<file path="src/rtl/shiftreg_tap_n.sv">
// WIDTH x DEPTH delay line with a runtime-selectable tap, shift enable, flush and fill tracking.
// Optional feature: define ROTATE_EN to add the rot input (circular rotate of the stages).
module shiftreg_tap_n #(
    parameter int WIDTH = 8,
    parameter int DEPTH = 3,
    localparam int SELW = $clog2(DEPTH + 1)
) (
    input  logic             clk,
    input  logic             rst_n,
    input  logic             en,
    input  logic             flush,
`ifdef ROTATE_EN
    input  logic             rot,
`endif
    input  logic [WIDTH-1:0] d,
    input  logic [SELW-1:0]  sel,
    output logic [WIDTH-1:0] q,
    output logic             q_valid,
    output logic             sel_err,
    output logic [SELW-1:0]  fill
);

    localparam logic [SELW-1:0] DEPTH_S = SELW'(DEPTH);

    logic [WIDTH-1:0] stage_q [DEPTH];
    logic [WIDTH-1:0] stage_d [DEPTH];
    logic [SELW-1:0]  fill_q;
    logic [SELW-1:0]  fill_d;
    logic [WIDTH-1:0] head;
    logic             grow;
    logic             hit;

    // Value entering stage 1 and whether this edge counts towards the fill level
    always_comb begin
        head = d;
        grow = 1'b1;
`ifdef ROTATE_EN
        if (rot) begin
            head = stage_q[DEPTH-1];
            grow = 1'b0;
        end
`endif
    end

    always_comb begin
        stage_d = stage_q;
        fill_d  = fill_q;
        if (flush) begin
            for (int k = 0; k < DEPTH; k++) begin
                stage_d[k] = '0;
            end
            fill_d = '0;
        end else if (en) begin
            stage_d[0] = head;
            for (int k = 1; k < DEPTH; k++) begin
                stage_d[k] = stage_q[k-1];
            end
            if (grow && (fill_q != DEPTH_S)) begin
                fill_d = fill_q + SELW'(1);
            end
        end
    end

    always_ff @(posedge clk or negedge rst_n) begin
        if (!rst_n) begin
            for (int k = 0; k < DEPTH; k++) begin
                stage_q[k] <= '0;
            end
            fill_q <= '0;
        end else begin
            stage_q <= stage_d;
            fill_q  <= fill_d;
        end
    end

    // Any nonzero select that matches no stage is out of range
    always_comb begin
        q       = '0;
        q_valid = 1'b0;
        hit     = 1'b0;
        if (sel == '0) begin
            q       = d;
            q_valid = 1'b1;
            hit     = 1'b1;
        end else begin
            for (int k = 1; k <= DEPTH; k++) begin
                if (sel == SELW'(k)) begin
                    q       = stage_q[k-1];
                    q_valid = (fill_q >= sel);
                    hit     = 1'b1;
                end
            end
        end
        sel_err = ~hit;
    end

    assign fill = fill_q;

endmodule
</file>
<file path="config.mk">
export PLATFORM = sky130hd
export DESIGN_NAME = shiftreg_tap_n
export DESIGN_NICKNAME = d
export VERILOG_FILES = /design/src/rtl/shiftreg_tap_n.sv
export SDC_FILE = /design/constraint.sdc
export NUM_CORES = 1
export LEC_CHECK = 0
export ABC_AREA = 1
export BUFFER_PORTS_ARGS = -buffer_cell sky130_fd_sc_hd__buf_2
export CAP_MARGIN = 20
export CORE_MARGIN = 2
export CORE_UTILIZATION = 30
export CTS_BUF_LIST = sky130_fd_sc_hd__clkbuf_16
export CTS_CLUSTER_SIZE = 28
export DETAILED_ROUTE_END_ITERATION = 12
export PLACE_DENSITY_LB_ADDON = 0.25
export SYNTH_ARGS = -nofsm -noshare
export SYNTH_HDL_FRONTEND = slang
export SYNTH_SLANG_ARGS = --single-unit
</file>
<file path="constraint.sdc">
create_clock -name clk -period 2 [get_ports clk]
set_clock_uncertainty 0.05 [all_clocks]
set_input_delay 0.4 -clock clk [delete_from_list [all_inputs] [get_ports clk]]
set_output_delay 0.4 -clock clk [all_outputs]
set_load 0.03 [all_outputs]
</file>
# Yosys cells after proc, flatten, opt, wreduce, memory -nomap -nowiden
# Cells that the tools add are included.
# word_totals
regBits	26
inputBits	14
output_inout_bits	12
# op_classes
addsub	1
magnitude_cmp	1
n_eq_ne	4
mux	17
n_bitwise	1
reduce_logical	4
# op_table
operator	count
two-way mux 24 bit	2
two-way mux 8 bit	4
two-way mux 1 bit	8
two-way mux 2 bit	3
== test 2 bit, second input constant	2
nonzero test 2 bit	2
adder 2 x 1 -> 2 bit, second input constant	1
== test 2 x 1 -> 1 bit, second input constant	1
>= comparator 2 bit	1
zero test 2 bit	1
inequality test 2 bit, second input constant	1
AND reduction 2 bit	1
NOT 1 bit	1

# Depth between registers and ports, before layout
# Gate-level depths: netlist of run 1.
# logic_depth
depth_word	6
mapped_depth	6
ltp_nobuf	6

# Worst setup path after synthesis of run 1
# OpenSTA, ideal clock, no wires.
# synth_path
path_type	input to output
from	input sel[1]
to	output q_valid
t_arrival_ns	1.296
required_ns	1.550
slack_ns	0.254
path_stages	5
path_buffers	1
path_cell_list	buf_4 clkinv_1 ha_1 o21ai_0 nand2_1
# synth_between
elab_chain_cells	5
word_cells_on_any_way	9
classes_between	1 x order compare; 3 x eq/ne; 4 x mux; 1 x reduce/logical
# synth_rtl
element	line	rtl
from (decl)	16	input logic [SELW-1:0] sel,
>= comparator 2 bit / == test 2 x 1 -> 1 bit (equally long branches)	89, 87	
two-way mux 1 bit (3 in series)	87	if (sel == SELW'(k)) begin
two-way mux 1 bit *	81	if (sel == '0) begin
to (decl)	18	output logic q_valid,
# Every way passes the cells marked *; elsewhere a longest branch is shown, timed or not.

# Worst setup path after layout of run 1
# layout_path
from	register fill_q[0] (netlist: fill[0])
to	output q_valid
# layout_between
elab_chain_cells	5
# layout_rtl
element	line	rtl
from (decl)	27	logic [SELW-1:0] fill_q;
from (signal assigned)	72	fill_q <= fill_d;
>= comparator 2 bit *	89	q_valid = (fill_q >= sel);
two-way mux 1 bit (2 in series)	87	
two-way mux 1 bit *	87	
two-way mux 1 bit *	81	
# Marked as above.

==> results of run 1 <==
[stage by stage]
step / area (um^2) / hold slack (ps) / util (%)
floorplan: 1320 / 54.4 / -
global placement: 1490 / 394 / 34.8
detailed placement: 1490 / 394 / 34.8
CTS: 1600 / 111 / 37.2
global route: 1600 / 150 / 37.2
finish: 1600 / 87.8 / 37.2
[layer usage]
metal	part of all wire, %	track usage, %	routed length [um]
met5	0	0	0
met4	0.42	1.92	14
met3	5.5	3.61	186
met2	46	23.4	1550
met1	48	21.9	1620
[worst max-delay path: cells and delay by family (launching register included)]
family                     cells  cell delay, ps
AOI/OAI and AO/OA              1             150
buffers and inverters          2             240
and+or+nand+nor                1              60
adders and majority gates      1             270
DFF                            1             390
[flip-flops by register name (all words and copies together) (netlist names)]
name,cells
stage_q,24
fill,2
[cells in the mapped netlist]
cell       n  share of area, %
buf_2      7               2.7
nand3_1   40                15
dfrtp_1   26                49
o22ai_1    7               3.3
o21ai_1    6               2.3
o21ai_0   13               4.9
buf_4      2               1.1
a21oi_1    2              0.76
inv_2      1              0.28
ha_1       3               2.8
buf_6      1              0.85
conb_1     1              0.28
clkinv_1   1              0.28
nand2_2    2              0.95
inv_1     21               6.0
nand4_1    8               3.8
nand2_1   11               3.1
nor2_2     1              0.48
nor2_1     5               1.4
[final cells by class]
cell class,count,area [um^2],area share [%]
flip-flops and latches,26,651,40.7
multi-input cells,99,519,32.5
repair buffers,31,173,10.8
inverters,23,86.3,5.40
clock buffers,3,75.1,4.69
well taps,52,65.1,4.07
clock inverters,1,30.0,1.88
[worst max-delay path by stage]
stage,cells past startpoint,startpoint,slack [ps],to
2_1_floorplan,5,sel[1],250,q_valid
3_3_place_gp,6,sel[1],230,q_valid
3_5_place_dp,6,sel[1],230,q_valid
4_1_cts,5,fill[0],170,q_valid
5_1_grt,5,fill[0],2,q_valid
6_report,5,fill[0],190,q_valid
[power breakdown]
part	switching, W	total, W	internal (W)
Clock	0.000188	0.000586	0.000398
Sequential	0.0000139	0.000562	0.000548
Combinational	0.000139	0.000197	0.0000582
[cells by family (layout without fill, tap and decap cells)]
family	after synthesis	after routing	share of synthesized area, %
buffers and inverters	33	58	11.2
other	1	1	0.285
AND/OR/NAND/NOR	67	67	25.0
adder cells (fa/ha/maj)	3	3	2.85
flip-flops	26	26	49.4
AO/OA/AOI/OAI	28	28	11.3
==> results.yml, run 1 <==
pwr:
  total_power_w: 0.00135
  powerDensity_mw_per_mm2: 841
  power_leakage_nw: 0.760
  vdd_ir_drop_max_v: 0.000595
synthesis:
  synth_nets: 175
  synthCells: 158
  avgSynthCellArea_um2: 8.34
  yosysSeqAreaShare_pct: 49.4
  synth-seq-cells: 26
  synth_warnings: 0
  ys_types: 19
  synthesis.area_mm2: 0.00132
timing:
  max_freq_ghz: 0.551
  slew_violations: 0
  finalSetupTns_ps: 0
  setup_viol: 0
  fin_crit_sh_pct: 90.7
  post-route-min-period_ps: 1810
  rsz0062_at_grt: "no"
  worst_pin_slew_ps: 599
  hold_viol: 0
  worst_slack_ps: 185
  relSlewSlack_pct: 60.1
global_routing:
  antenna_found_initial: 0
  grt-ovfl-total: 0
  grt_max_degree: 27
  grt_pass1_wl_mm: 5.93
  first_global_vias: 1205
  grt_usage_pct: 15.1
setup_path:
  crit_fanout: 4
  r2r_cells: 5
  crit_chain: "inv_1 > ha_1 > o21ai_0 > nand2_1 > buf_2"
  worst_setup_path_end_kind: "output port"
  rrSetupSlack_ps: 920
  cp.arrival_ps: 1360
  start_kind: "flip-flop"
  crit_type: "reg2out"
  reg2reg_from: "fill[1]"
  reg2reg_to: "fill[0]"
  cp_slowest_cell: "dfrtp_1"
  cp.required_ps: 1550
  cp_slowest_stage_delay_ps: 390
cts:
  hold_buffers: 0
  clock_sinks: 26
  cts_setup_buffers: 0
  cts_max_level: 1
  insertion_delay_ps: 260
  cts_tree: "yes"
  cts_root_buffer: "clkbuf_16"
  cts_buffer_depth: 2
  clkTransAtPathRegs_ps: 70
  cts_resized: 0
  cts-buffers-inserted: 3
placement:
  dp.cells: 231
  dp_slack_ps: 232
  gp_congestion: 0.736
  hpwl_mm: 2.30
  io_buffers: 24
floorplan:
  die_h_um: 70.3
  io_pins: 26
  core_mm2: 0.00429
  fp.dieArea_mm2: 0.00494
  die_x_um: 70.3
  start_util_pct: 30.7
  rows: 24
cells_and_area:
  final_nets: 201
  antenna_cells: 0
  final_common_cell: "nand3_1"
  final_cells: 235
  final_cell_mix: "nand3_1, dfrtp_1, buf_2"
  syn_to_final_growth_pct: 21.4
  fillCellCount: 458
  drive_above_1_share_pct: 21.3
drt:
  routedWlPerCell_um: 14.3
  drt_first_pass_iters: 4
  viasPerCell: 5.11
  finalWirelength_mm: 3.37
  detail-route-antenna-nets: 0
  vias: 1202
  drtIter0Drc: 84
  remaining_drc_errors: 0
run:
  maxCapViolations: 0
hold_path:
  hold_path.class: "in2async"
run_status:
  status: "complete, no violations"
(Power assumes the default switching activity.)
==> inputs of run 2 (changes only) <==
==> constraint.sdc (replaced) <==
create_clock -name clk -period 2 [get_ports clk]
set_clock_uncertainty 0.05 [all_clocks]
set_input_delay 0.2 -clock clk [delete_from_list [all_inputs] [get_ports clk]]
set_output_delay 0.2 -clock clk [all_outputs]
set_load 0.03 [all_outputs]
==> results.yml, run 2 (synthesis results as in run 1) <==
run_status:
  status: "complete, no violations"
drt:
  dr_wl_met2_mm: 1.48
  viasPerCell: 5.10
  routedWlPerCell_um: 14.5
  drt_first_pass_iters: 5
  met1_length_mm: 1.64
  drtIter0Drc: 72
  finalWirelength_mm: 3.35
  detail-route-antenna-nets: 0
  top_layer_used: "met4"
  vias: 1178
  wl_met3_um: 215
  remaining_drc_errors: 0
setup_path:
  timing.critical_path.buf_inv: 2
  crit_chain: "inv_1 > ha_1 > o21ai_0 > nand2_1 > buf_2"
  start_kind: "flip-flop"
  cp_slowest_stage_delay_ps: 380
  crit_fanout: 4
  reg2reg_to: "fill[0]"
  cp_slowest_cell: "dfrtp_1"
  worst-path-stages: 5
  path_delay_family: "flip-flops"
  r2r_cells: 5
  rrSetupSlack_ps: 900
  worst_setup_path_end_kind: "output port"
  reg2reg_from: "fill[1]"
  crit_type: "reg2out"
  cp.required_ps: 1750
  cp.arrival_ps: 1370
timing:
  post-route-min-period_ps: 1620
  relSlewSlack_pct: 59.2
  hold_viol: 0
  worst_slack_ps: 379
  worst_pin_slew_ps: 613
  rsz0062_at_grt: "no"
  slew_violations: 0
  max_freq_ghz: 0.617
  fin_crit_sh_pct: 81.0
  setup_viol: 0
  finalSetupTns_ps: 0
global_routing:
  antenna_found_initial: 0
  grt_pass1_wl_mm: 5.61
  grt_usage_pct: 14.2
  grt_max_degree: 27
  grt-ovfl-total: 0
  first_global_vias: 1134
cells_and_area:
  multi_input_area_um2: 519
  fillCellCount: 479
  largest_reg_flops: 24
  register_area_um2: 651
  final_cell_mix: "nand3_1, dfrtp_1, buf_2"
  drive_above_1_share_pct: 18.4
  antenna_cells: 0
  final_common_cell: "nand3_1"
  syn_to_final_growth_pct: 17.3
  utilization_pct: 36.0
  regMostFlops: "stage_q"
  final_nets: 197
hold_path:
  worstHoldStart: "d[2]"
  holdPathStages: 3
  hold_end: "stage_q[18]"
  hold_path.class: "in2reg"
cts:
  cts_setup_buffers: 0
  cts_buffer_depth: 2
  clkTransAtPathRegs_ps: 70
  cts-buffers-inserted: 3
  cts_max_level: 1
  clock_sinks: 26
  cts_root_buffer: "clkbuf_16"
  cts_tree: "yes"
  insertion_delay_ps: 260
placement:
  dp_slack_ps: 497
  gp_congestion: 0.793
  io_buffers: 24
  hpwl_mm: 2.17
pwr:
  vdd_ir_drop_max_v: 0.000286
  power_frac_clock_pct: 37.6
  p_comb_share_pct: 15.8
  netSwitchingFraction_pct: 27.9
  powerDensity_mw_per_mm2: 780
  p_int_w: 0.000869
  pwr-share-seq_pct: 46.6
  power_leakage_nw: 0.727
  p_sw_w: 0.000337
floorplan:
  die_x_um: 70.3
  core_mm2: 0.00429
  rows: 24
  start_util_pct: 30.7
  die_h_um: 70.3
  fp.dieArea_mm2: 0.00494
  io_pins: 26
run:
  maxCapViolations: 0
## run 2: repair_timing
item                                    4_1_cts  5_1_grt
hold buffers                                  1        0
gates resized for setup                       0        0
hold endpoints to repair                     26        0
endpoints found under the setup margin        0        0
## run 2: worst max-delay path by stage
stage                       start      end  slack (ps)
final                     fill[0]  q_valid         380
after global routing      fill[0]  q_valid         260
after CTS                 fill[0]  q_valid         360
after detailed placement   sel[1]  q_valid         500
after global placement     sel[1]  q_valid         490
after floorplan           fill[0]  q_valid         520
## run 2: power by group through the flow
stage                     Clock [W]  Combinational (W)  Sequential (W)
after global routing       0.000489           0.000212        0.000565
final                      0.000453           0.000190        0.000562
after CTS                  0.000470           0.000193        0.000562
after global placement            0           0.000191        0.000572
after floorplan                   0           0.000120        0.000575
after detailed placement          0           0.000191        0.000572
## run 2: layout make-up
type	instances	area share (%)
Clock buffer	3	4.86
Clock inverter	1	0.243
Inverter	23	5.59
Multi-Input combinational cell	99	33.6
Sequential cell	26	42.1
Tap cell	52	4.21
Timing Repair Buffer	27	9.39
## run 2: per-layer routing
| layer | track usage [%] | up-vias |
|---|---|---|
| li1 | - | 577 |
| met2 | 22.1 | 31 |
| met4 | 1.92 | 0 |
| met1 | 20.5 | 565 |
| met3 | 3.61 | 5 |
| met5 | 0 | - |
## run 2: stage by stage
stage / power (W) / hold slack, ps / instances / instance area (um^2)
floorplan: 0.000696 / -146 / 158 / 1320
global placement: 0.000763 / 199 / 226 / 1460
detailed placement: 0.000763 / 197 / 226 / 1460
CTS: 0.00122 / 133 / 231 / 1550
global route: 0.00127 / 158 / 231 / 1550
finish: 0.00121 / 134 / 231 / 1550
## run 2: worst reg2reg max path: stages (launching register included)
cell     delay (ps)
dfrtp_1         420
ha_1            190
inv_1            50
nand2_1          70
o21ai_0         160
nor2_1           50
